$ cat src/rtl/ising_pkg.sv
// ising_pkg
// Shared types and elaboration-time helpers for the Ising anneal controller.
//   state_e      : controller state encoding
//   clog2_min1   : $clog2 clamped to at least one bit, so 1-entry fields keep a width
//   weight_w     : bits per coupling weight for a given number of weight levels
//   num_pairs    : number of unordered spin pairs (i<j) for an N-spin matrix
//   pair_index   : flat pair index p for spins i<j, matching the weight bus layout
package ising_pkg;

  typedef enum logic [2:0] {
    ST_IDLE   = 3'd0,
    ST_LOAD   = 3'd1,
    ST_RUN    = 3'd2,
    ST_SAMPLE = 3'd3,
    ST_DONE   = 3'd4
  } state_e;

  function automatic int clog2_min1(input int v);
    if (v <= 1) begin
      return 1;
    end else begin
      return $clog2(v);
    end
  endfunction

  function automatic int weight_w(input int num_weights);
    return clog2_min1(num_weights);
  endfunction

  function automatic int num_pairs(input int n);
    return (n * (n - 1)) / 2;
  endfunction

  function automatic int pair_index(input int n, input int i, input int j);
    return (n * i) - ((i * (i + 1)) / 2) + j - i - 1;
  endfunction

endpackage

$ cat src/rtl/spin_phase_sampler.sv
// spin_phase_sampler
// Brings the matrix oscillator outputs into the clk domain and counts, for every
// spin k>0, how often its phase disagrees with spin 0 while sampling is enabled.
// Ports:
//   clk, rstn   : clock, asynchronous active-low reset
//   async_in    : raw oscillator outputs (asynchronous to clk)
//   clr         : zero all mismatch counters on the next edge (wins over en)
//   en          : count one sample on the next edge
//   vote_next   : majority decision using the counts as they will be after this
//                 edge, so the controller can latch it on the final sample edge.
//                 Bit 0 is the reference spin and is always 0.
module spin_phase_sampler
  import ising_pkg::*;
#(
  parameter int N             = 3,
  parameter int SAMPLE_CYCLES = 64
) (
  input  logic         clk,
  input  logic         rstn,
  input  logic [N-1:0] async_in,
  input  logic         clr,
  input  logic         en,
  output logic [N-1:0] vote_next
);

  localparam int MW = $clog2(SAMPLE_CYCLES + 1);
  localparam int VW = MW + 2;
  localparam logic [MW-1:0] ONE_M   = MW'(1);
  localparam logic [VW-1:0] SMP_LIM = VW'(SAMPLE_CYCLES);

  logic [N-1:0]         sync1_q, sync1_d;
  logic [N-1:0]         sync2_q, sync2_d;
  logic [N-1:0][MW-1:0] mis_q, mis_d;

  // Synchronizer next-state: free-running regardless of controller state.
  always_comb begin
    sync1_d = async_in;
    sync2_d = sync1_q;
  end

  // Mismatch counters and majority vote; 2*mis > SAMPLE_CYCLES is done as a
  // left shift into a wider word so no overflow is possible.
  always_comb begin
    mis_d     = mis_q;
    vote_next = '0;
    for (int k = 1; k < N; k++) begin
      if (clr) begin
        mis_d[k] = '0;
      end else if (en && (sync2_q[k] != sync2_q[0])) begin
        mis_d[k] = mis_q[k] + ONE_M;
      end else begin
        mis_d[k] = mis_q[k];
      end
      vote_next[k] = ({1'b0, mis_d[k], 1'b0} > SMP_LIM);
    end
  end

  // Sampler registers.
  always_ff @(posedge clk or negedge rstn) begin
    if (!rstn) begin
      sync1_q <= '0;
      sync2_q <= '0;
      mis_q   <= '0;
    end else begin
      sync1_q <= sync1_d;
      sync2_q <= sync2_d;
      mis_q   <= mis_d;
    end
  end

endmodule

$ cat src/rtl/ising_anneal_ctrl.sv
// ising_anneal_ctrl
// Runs one Ising solve on the coupled-oscillator matrix: commits the shadow
// coupling weights, holds the oscillators in reset, lets them settle, then
// majority-votes each spin's phase against spin 0 into the result vector.
// Ports:
//   clk, rstn     : clock, asynchronous active-low reset
//   wr_en/addr/data : shadow weight write (out-of-range addresses ignored)
//   start         : begin a solve (honoured only in IDLE)
//   abort         : cancel an active solve; result and weights are kept
//   ack           : host consumed the result, leave DONE
//   weights       : active weight bus, pair p at bits [p*W +: W]
//   matrix_rstn   : oscillator enable, high only in RUN and SAMPLE
//   outputs_hor   : raw oscillator outputs (asynchronous)
//   busy, done    : solve in progress / result valid
//   result        : spin vector relative to spin 0 (bit 0 always 0)
module ising_anneal_ctrl
  import ising_pkg::*;
#(
  parameter int N             = 3,
  parameter int NUM_WEIGHTS   = 5,
  parameter int HOLD_CYCLES   = 4,
  parameter int RUN_CYCLES    = 1024,
  parameter int SAMPLE_CYCLES = 64,
  localparam int W            = weight_w(NUM_WEIGHTS),
  localparam int NP           = num_pairs(N),
  localparam int AW           = clog2_min1(NP)
) (
  input  logic            clk,
  input  logic            rstn,
  input  logic            wr_en,
  input  logic [AW-1:0]   wr_addr,
  input  logic [W-1:0]    wr_data,
  input  logic            start,
  input  logic            abort,
  input  logic            ack,
  output logic [W*NP-1:0] weights,
  output logic            matrix_rstn,
  input  logic [N-1:0]    outputs_hor,
  output logic            busy,
  output logic            done,
  output logic [N-1:0]    result
);

  localparam int HW = $clog2(HOLD_CYCLES + 1);
  localparam int RW = $clog2(RUN_CYCLES + 1);
  localparam int SW = $clog2(SAMPLE_CYCLES + 1);

  localparam logic [HW-1:0]   HOLD_LAST = HW'(HOLD_CYCLES - 1);
  localparam logic [RW-1:0]   RUN_LAST  = RW'(RUN_CYCLES - 1);
  localparam logic [SW-1:0]   SMP_LAST  = SW'(SAMPLE_CYCLES - 1);
  localparam logic [HW-1:0]   HOLD_ONE  = HW'(1);
  localparam logic [RW-1:0]   RUN_ONE   = RW'(1);
  localparam logic [SW-1:0]   SMP_ONE   = SW'(1);
  localparam logic [AW:0]     NP_LIM    = (AW + 1)'(NP);

  state_e               state_q, state_d;
  logic [NP-1:0][W-1:0] shadow_q, shadow_d;
  logic [W*NP-1:0]      weights_q, weights_d;
  logic [HW-1:0]        hold_cnt_q, hold_cnt_d;
  logic [RW-1:0]        run_cnt_q, run_cnt_d;
  logic [SW-1:0]        smp_cnt_q, smp_cnt_d;
  logic [N-1:0]         result_q, result_d;
  logic                 matrix_rstn_q, matrix_rstn_d;
  logic                 busy_q, busy_d;
  logic                 done_q, done_d;

  logic                 abort_s;
  logic                 smp_clr_s;
  logic                 smp_en_s;
  logic [N-1:0]         vote_next_s;

  // abort is inert while idle, so a simultaneous start still launches a solve.
  assign abort_s   = abort && (state_q != ST_IDLE);
  assign smp_en_s  = (state_q == ST_SAMPLE);
  assign smp_clr_s = abort_s || (state_q != ST_SAMPLE);

  spin_phase_sampler #(
    .N             (N),
    .SAMPLE_CYCLES (SAMPLE_CYCLES)
  ) u_sampler (
    .clk       (clk),
    .rstn      (rstn),
    .async_in  (outputs_hor),
    .clr       (smp_clr_s),
    .en        (smp_en_s),
    .vote_next (vote_next_s)
  );

  // Shadow weight store: written in any state, never touches the active bus.
  always_comb begin
    shadow_d = shadow_q;
    if (wr_en && ({1'b0, wr_addr} < NP_LIM)) begin
      shadow_d[wr_addr] = wr_data;
    end else begin
      shadow_d = shadow_q;
    end
  end

  // Controller next state, counters, weight commit and result capture.
  always_comb begin
    state_d    = state_q;
    hold_cnt_d = hold_cnt_q;
    run_cnt_d  = run_cnt_q;
    smp_cnt_d  = smp_cnt_q;
    weights_d  = weights_q;
    result_d   = result_q;
    if (abort_s) begin
      state_d    = ST_IDLE;
      hold_cnt_d = '0;
      run_cnt_d  = '0;
      smp_cnt_d  = '0;
    end else begin
      case (state_q)
        ST_IDLE: begin
          if (start) begin
            // Commit uses the pre-edge shadow, so a same-cycle write misses it.
            state_d    = ST_LOAD;
            weights_d  = shadow_q;
            hold_cnt_d = '0;
          end else begin
            state_d = ST_IDLE;
          end
        end
        ST_LOAD: begin
          if (hold_cnt_q == HOLD_LAST) begin
            state_d    = ST_RUN;
            hold_cnt_d = '0;
            run_cnt_d  = '0;
          end else begin
            hold_cnt_d = hold_cnt_q + HOLD_ONE;
          end
        end
        ST_RUN: begin
          if (run_cnt_q == RUN_LAST) begin
            state_d   = ST_SAMPLE;
            run_cnt_d = '0;
            smp_cnt_d = '0;
          end else begin
            run_cnt_d = run_cnt_q + RUN_ONE;
          end
        end
        ST_SAMPLE: begin
          if (smp_cnt_q == SMP_LAST) begin
            // vote_next_s already includes the sample taken on this edge.
            state_d   = ST_DONE;
            smp_cnt_d = '0;
            result_d  = vote_next_s;
          end else begin
            smp_cnt_d = smp_cnt_q + SMP_ONE;
          end
        end
        ST_DONE: begin
          if (ack) begin
            state_d = ST_IDLE;
          end else begin
            state_d = ST_DONE;
          end
        end
        default: begin
          state_d    = ST_IDLE;
          hold_cnt_d = '0;
          run_cnt_d  = '0;
          smp_cnt_d  = '0;
        end
      endcase
    end
  end

  // Status outputs decoded from the next state so they are registered yet
  // line up with the state they describe.
  always_comb begin
    matrix_rstn_d = 1'b0;
    busy_d        = 1'b0;
    done_d        = 1'b0;
    case (state_d)
      ST_IDLE: begin
        matrix_rstn_d = 1'b0;
      end
      ST_LOAD: begin
        busy_d = 1'b1;
      end
      ST_RUN: begin
        busy_d        = 1'b1;
        matrix_rstn_d = 1'b1;
      end
      ST_SAMPLE: begin
        busy_d        = 1'b1;
        matrix_rstn_d = 1'b1;
      end
      ST_DONE: begin
        done_d = 1'b1;
      end
      default: begin
        matrix_rstn_d = 1'b0;
      end
    endcase
  end

  // Controller registers.
  always_ff @(posedge clk or negedge rstn) begin
    if (!rstn) begin
      state_q       <= ST_IDLE;
      shadow_q      <= '0;
      weights_q     <= '0;
      hold_cnt_q    <= '0;
      run_cnt_q     <= '0;
      smp_cnt_q     <= '0;
      result_q      <= '0;
      matrix_rstn_q <= 1'b0;
      busy_q        <= 1'b0;
      done_q        <= 1'b0;
    end else begin
      state_q       <= state_d;
      shadow_q      <= shadow_d;
      weights_q     <= weights_d;
      hold_cnt_q    <= hold_cnt_d;
      run_cnt_q     <= run_cnt_d;
      smp_cnt_q     <= smp_cnt_d;
      result_q      <= result_d;
      matrix_rstn_q <= matrix_rstn_d;
      busy_q        <= busy_d;
      done_q        <= done_d;
    end
  end

  assign weights     = weights_q;
  assign matrix_rstn = matrix_rstn_q;
  assign busy        = busy_q;
  assign done        = done_q;
  assign result      = result_q;

endmodule
$ cat config.mk
export PLATFORM = sky130hd
export DESIGN_NAME = ising_anneal_ctrl
export DESIGN_NICKNAME = d
export VERILOG_FILES = /design/src/rtl/ising_pkg.sv /design/src/rtl/spin_phase_sampler.sv /design/src/rtl/ising_anneal_ctrl.sv
export SDC_FILE = /design/constraint.sdc
export NUM_CORES = 1
export LEC_CHECK = 0
export ABC_AREA = 1
export CORE_MARGIN = 5
export CORE_UTILIZATION = 25
export CTS_BUF_LIST = sky130_fd_sc_hd__clkbuf_4
export DETAILED_ROUTE_END_ITERATION = 8
export PLACE_DENSITY_LB_ADDON = 0.15
export SLEW_MARGIN = 0
export SYNTH_ARGS = -nofsm -noshare
export SYNTH_HDL_FRONTEND = slang
export SYNTH_SLANG_ARGS = --single-unit
$ cat constraint.sdc
create_clock -name clk -period 3.06 [get_ports clk]
set_input_delay 0.459 -clock clk [delete_from_list [all_inputs] [get_ports clk]]
set_output_delay 0.459 -clock clk [all_outputs]
set_load 0.01 [all_outputs]
Word-level counts from Yosys, hierarchy flattened
Index checks and enable logic that the tools add are counted.
{"block": "classes", "n_addsub": 5, "magnitude_cmp": 5, "n_eq_ne": 20, "n_mux": 29, "n_bitwise": 1, "n_reduce_logical": 18}
{"op": "$mux W7", "count": 7}
{"op": "$mux W11", "count": 3}
{"op": "$pmux W11 S3", "count": 1}
{"op": "$mux W3", "count": 9}
{"op": "$add A7 B1 Y7 const B", "count": 3}
{"op": "$pmux W7 S3", "count": 1}
{"op": "$gt A8 B7 Y1 const B", "count": 2}
{"op": "$eq A3 B2 Y1 const B", "count": 5}
{"op": "$pmux W3 S5", "count": 1}
{"op": "$reduce_or A3 Y1", "count": 4}
{"op": "$add A11 B1 Y11 const B", "count": 1}
{"op": "$eq A11 B10 Y1 const B", "count": 1}
{"op": "$bwmux W9", "count": 1}
{"op": "$ne A3 B3 Y1 const B", "count": 3}
{"op": "$pmux W3 S3", "count": 1}
{"op": "$eq A7 B6 Y1 const B", "count": 1}
{"op": "$demux W3 S2", "count": 1}
{"op": "$eq A3 B1 Y1 const B", "count": 2}
{"op": "$eq A3 B3 Y1 const B", "count": 2}
{"op": "$ne A2 B1 Y1 const B", "count": 3}
{"op": "$reduce_and A2 Y1", "count": 3}
{"op": "$reduce_and A3 Y1", "count": 2}
{"op": "$logic_and A1 B1 Y1", "count": 5}
{"op": "$mux W1", "count": 4}
{"op": "11 further kinds", "count": 12}
{"block": "totals", "ff_bits": 67, "inputBits": 14, "output_inout_bits": 15, "word_cells": 94}

Longest topological paths before layout
{"block": "depth", "word_depth": 7, "ltp_mapped": 12, "depth_no_buf": 12}

Modules after synthesis
Synthesis repeated with hierarchy kept, for this count alone.
{"block": "unflattened", "hier_cells": 420, "area_unflattened_um2": 3453.3}
{"mod": "ising_anneal_ctrl", "instances": 1, "cells_per_inst": 275, "area_each_um2": 2369.8, "seq_area_each_um2": 1201.2}
{"mod": "spin_phase_sampler", "instances": 1, "cells_per_inst": 145, "area_each_um2": 1083.5, "seq_area_each_um2": 500.5}

Worst setup path after synthesis
OpenSTA, ideal clock, no wires.
{"block": "synth_path", "path_type": "reg2reg", "startpoint": "register run_cnt_q[0]", "endpoint": "register smp_cnt_q[1]", "setup_ns": 0.121, "t_arrival_ns": 1.368, "required_time_ns": 2.939, "slack_ns": 1.571, "stages_incl_launch_ff": 8, "n_path_buf": 0, "period_less_slack_ns": 1.489, "path_cell_list": "dfrtp_1 > ha_1 > inv_1 > nor3_4 > nand3_1 > nand2_1 > nand2_2 > a22o_1"}
{"block": "synth_between", "elab_chain_len": 3}
{"item": "from (decl)", "line_no": "ising_anneal_ctrl.sv:60", "text": "logic [RW-1:0] run_cnt_q, run_cnt_d;"}
{"item": "from (signal assigned)", "line_no": "ising_anneal_ctrl.sv:217", "text": "run_cnt_q <= run_cnt_d;"}
{"item": "$eq A11 B10 Y1", "line_no": "ising_anneal_ctrl.sv:134", "text": "if (run_cnt_q == RUN_LAST) begin"}
{"item": "$ne A3 B3 Y1 (no source line)"}
{"item": "$reduce_and A2 Y1 (no source line)"}
{"item": "to (signal assigned)", "line_no": "ising_anneal_ctrl.sv:218", "text": "smp_cnt_q <= smp_cnt_d;"}
{"item": "to (decl)", "line_no": "ising_anneal_ctrl.sv:61", "text": "logic [SW-1:0] smp_cnt_q, smp_cnt_d;"}
No other way between the ends.
A chain may end at the register's enable or synchronous reset.

==> impl_metrics.env <==
export IMPL_dp_cells=610
export IMPL_reg2reg_setup_slack_ns=1.05
export IMPL_grt_max_degree=53
export IMPL_crit_type="flop to flop"
export IMPL_clock_path_buffers=2
export IMPL_cp_required_ns=3.43
export IMPL_grt_pass1_vias=2697
export IMPL_dpl_hpwl_um=5360
export IMPL_die_height_um=125
export IMPL_finalHoldViolCount=0
export IMPL_clock_sinks=67
export IMPL_min_period_over_period_pct=65.7
export IMPL_layout_common_cells="nand2_1, inv_1, dfrtp_1"
export IMPL_fin_nets=465
export IMPL_post_cts_buffers=0
export IMPL_num_rows=42
export IMPL_reg2reg_to="result[1]"
export IMPL_synth_ff_type="dfrtp_1"
export IMPL_ioPinCount=29
export IMPL_viasPerCell=4.23
export IMPL_hold_ws_ns=0.362
export IMPL_vias=2659
export IMPL_drtIter0Drc=143
export IMPL_fin_skew_ns=0.0184
export IMPL_setup_violations=0
export IMPL_cts_htree_levels=3
export IMPL_hold_path_class="flop to flop"
export IMPL_yosys_warnings=0
export IMPL_netlist_cell_type_count=31
export IMPL_avgSynthCellArea_um2=8.11
export IMPL_ant_nets=0
export IMPL_grt_pass1_wl_um=12900
export IMPL_cts_root_buf="clkbuf_4"
export IMPL_worst_path_most_repeated_cell="nand2_1"
export IMPL_post_drt_wl_per_cell_um=11.6
export IMPL_synthCells=410
export IMPL_cts_inserted_buffers=9
export IMPL_grt_busiest_layer="met2"
export IMPL_use_met1_pct=13.0
export IMPL_vdd_ir_drop_max_v=0.000335
export IMPL_max_stage_delay_ns=0.48
export IMPL_max_freq_mhz=497
export IMPL_rr_worst_depth=9
export IMPL_fp_dieW_um=125
export IMPL_max_slew_margin_rel_pct=62.9
export IMPL_cp_arrival_ns=2.38
export IMPL_tritoncts="yes"
export IMPL_worstPathCellList="inv_2 > nand3_1 > nor2_2 > inv_1 > a21oi_1 > nor2_1 > nand2_1 > nand2_1 > a21oi_2"
export IMPL_gr_total_overflow=0
export IMPL_ys_seq_elements=67
export IMPL_postPlaceCellArea_mm2=0.00379
export IMPL_ys_seq_area_share_pct=50.5
export IMPL_drive_gt1_share_pct=10.2
export IMPL_finalPower_mw=2.53
export IMPL_end_kind="flop"
export IMPL_wl_um=7320
export IMPL_hold_end="u_sampler.sync2_q[1]"
export IMPL_power_density_mw_per_mm2=639
export IMPL_grt_use_met2_pct=15.7
export IMPL_async_flop_share_pct=100
export IMPL_slew_violations=0
export IMPL_post_route_util_pct=30.1
export IMPL_drc_errors=0
export IMPL_outcome="completed"
export IMPL_worst_slew_pin_transition_ns=0.556
export IMPL_critPathMaxFanout=12
export IMPL_place_ws_ns=0.880
export IMPL_design_area_mm2=0.00395
export IMPL_fin_tns_setup_ns=0
export IMPL_final_common_cell="nand2_1"
export IMPL_hp_start="u_sampler.sync1_q[1]"
export IMPL_die_area_mm2=0.0157
export IMPL_power_leakage_nw=1.92
export IMPL_synthToLayoutAreaGrowth_pct=18.9
export IMPL_critPathLaunchType="flop"
export IMPL_coreArea_mm2=0.0131
export IMPL_slowest_stage="nor2_2"
export IMPL_use_met3_pct=4.78
export IMPL_worstReg2RegStart="state_q[2]"
export IMPL_fin_cells=628
export IMPL_drv_cap=0
export IMPL_synth_edf_count=0
export IMPL_min_path_cells=0
export IMPL_antenna_found_initial=1
export IMPL_drt_pass1_iter_count=4
export IMPL_rsz0062_at_grt="false"
export IMPL_clkLatencyLatePin_ns=0.44
export IMPL_initial_core_util_pct=25.3
export IMPL_fin_crit_ns=2.01
export IMPL_finalWorstSetupSlack_ns=1.05
export IMPL_post_cts_resized=0
export IMPL_gp_congestion=0.792
export IMPL_crit_family="simple AND/OR/NAND/NOR gates"
export IMPL_syn_nets=429
export IMPL_path_depth=9
export IMPL_io_buffers=27
export IMPL_postCtsHoldBufs=1
export IMPL_critPathBufInv=2
export IMPL_netlist_area_mm2=0.00332
export IMPL_path_clk_slew_ns=0.14
export IMPL_grt_usage_pct=10.4
logic make-up (layout without fill, tap and decap cells):
family	after synthesis	after routing	synth area share (%)
xor+xnor	2	2	0.527
compound gates	49	49	8.47
buf+inv	79	120	9.60
mux	9	9	3.05
other cells	1	2	0.113
simple gates	198	198	25.9
flops	67	67	50.5
fa+ha+maj	5	5	1.88
metal layers:
metal,routed length (µm),part of all wire (%)
met1,3530,48
met2,3220,44
met3,415,5.7
met4,147,2.0
met5,0,0
power by group:
group / internal, mW / total [mW] / switching [mW] / leakage, nW
Sequential: 1.02 / 1.10 / 0.0824 / 0.879
Clock: 0.261 / 0.638 / 0.377 / 0.0779
Combinational: 0.325 / 0.788 / 0.463 / 0.964
state kept, by name, indices dropped and copies added (netlist names), 7 cells and up:
name             count
run_cnt_q           11
u_sampler.mis_q     14
weights              9
smp_cnt_q            7
shadow_q             9
synth_stat cells, types with 2 or more instances:
| cell | n | area share [%] |
|---|---|---|
| nand2_1 | 111 | 13 |
| inv_1 | 71 | 8.0 |
| dfrtp_1 | 67 | 50 |
| nor2_1 | 31 | 3.5 |
| nand3_1 | 30 | 4.5 |
| o21ai_0 | 18 | 2.7 |
| a21oi_1 | 14 | 2.1 |
| nand4_1 | 10 | 1.9 |
| mux2_2 | 9 | 3.0 |
| ha_1 | 5 | 1.9 |
| nand2_2 | 5 | 0.94 |
| nor2_2 | 5 | 0.94 |
| inv_2 | 4 | 0.45 |
| a31oi_1 | 3 | 0.56 |
| nor3_1 | 3 | 0.45 |
| o21ai_1 | 3 | 0.45 |
| a21oi_2 | 2 | 0.53 |
| buf_4 | 2 | 0.45 |
| buf_6 | 2 | 0.68 |
| o21a_1 | 2 | 0.45 |
| o31ai_1 | 2 | 0.45 |
| xor2_1 | 2 | 0.53 |
layout make-up:
class | count | area [µm²]
antenna | 1 | 2.50
fill | 1423 | 9190
tap | 176 | 220
timing repair buffer | 29 | 295
clock buffer | 9 | 67.6
multi-input combinational | 264 | 1330
sequential | 67 | 1680
clock inverter | 7 | 81.3
inverter | 75 | 282
worst max path at each step:
stage	start	slack, ns	end
floorplan	run_cnt_q[0]	1.57	smp_cnt_q[1]
global placement	abort	0.99	result[2]
detailed placement	abort	0.88	result[1]
CTS	state_q[2]	1.0	result[1]
finish	state_q[2]	1.05	result[1]
global route	state_q[2]	0.76	result[1]
Power figures use the tool's default switching activity.
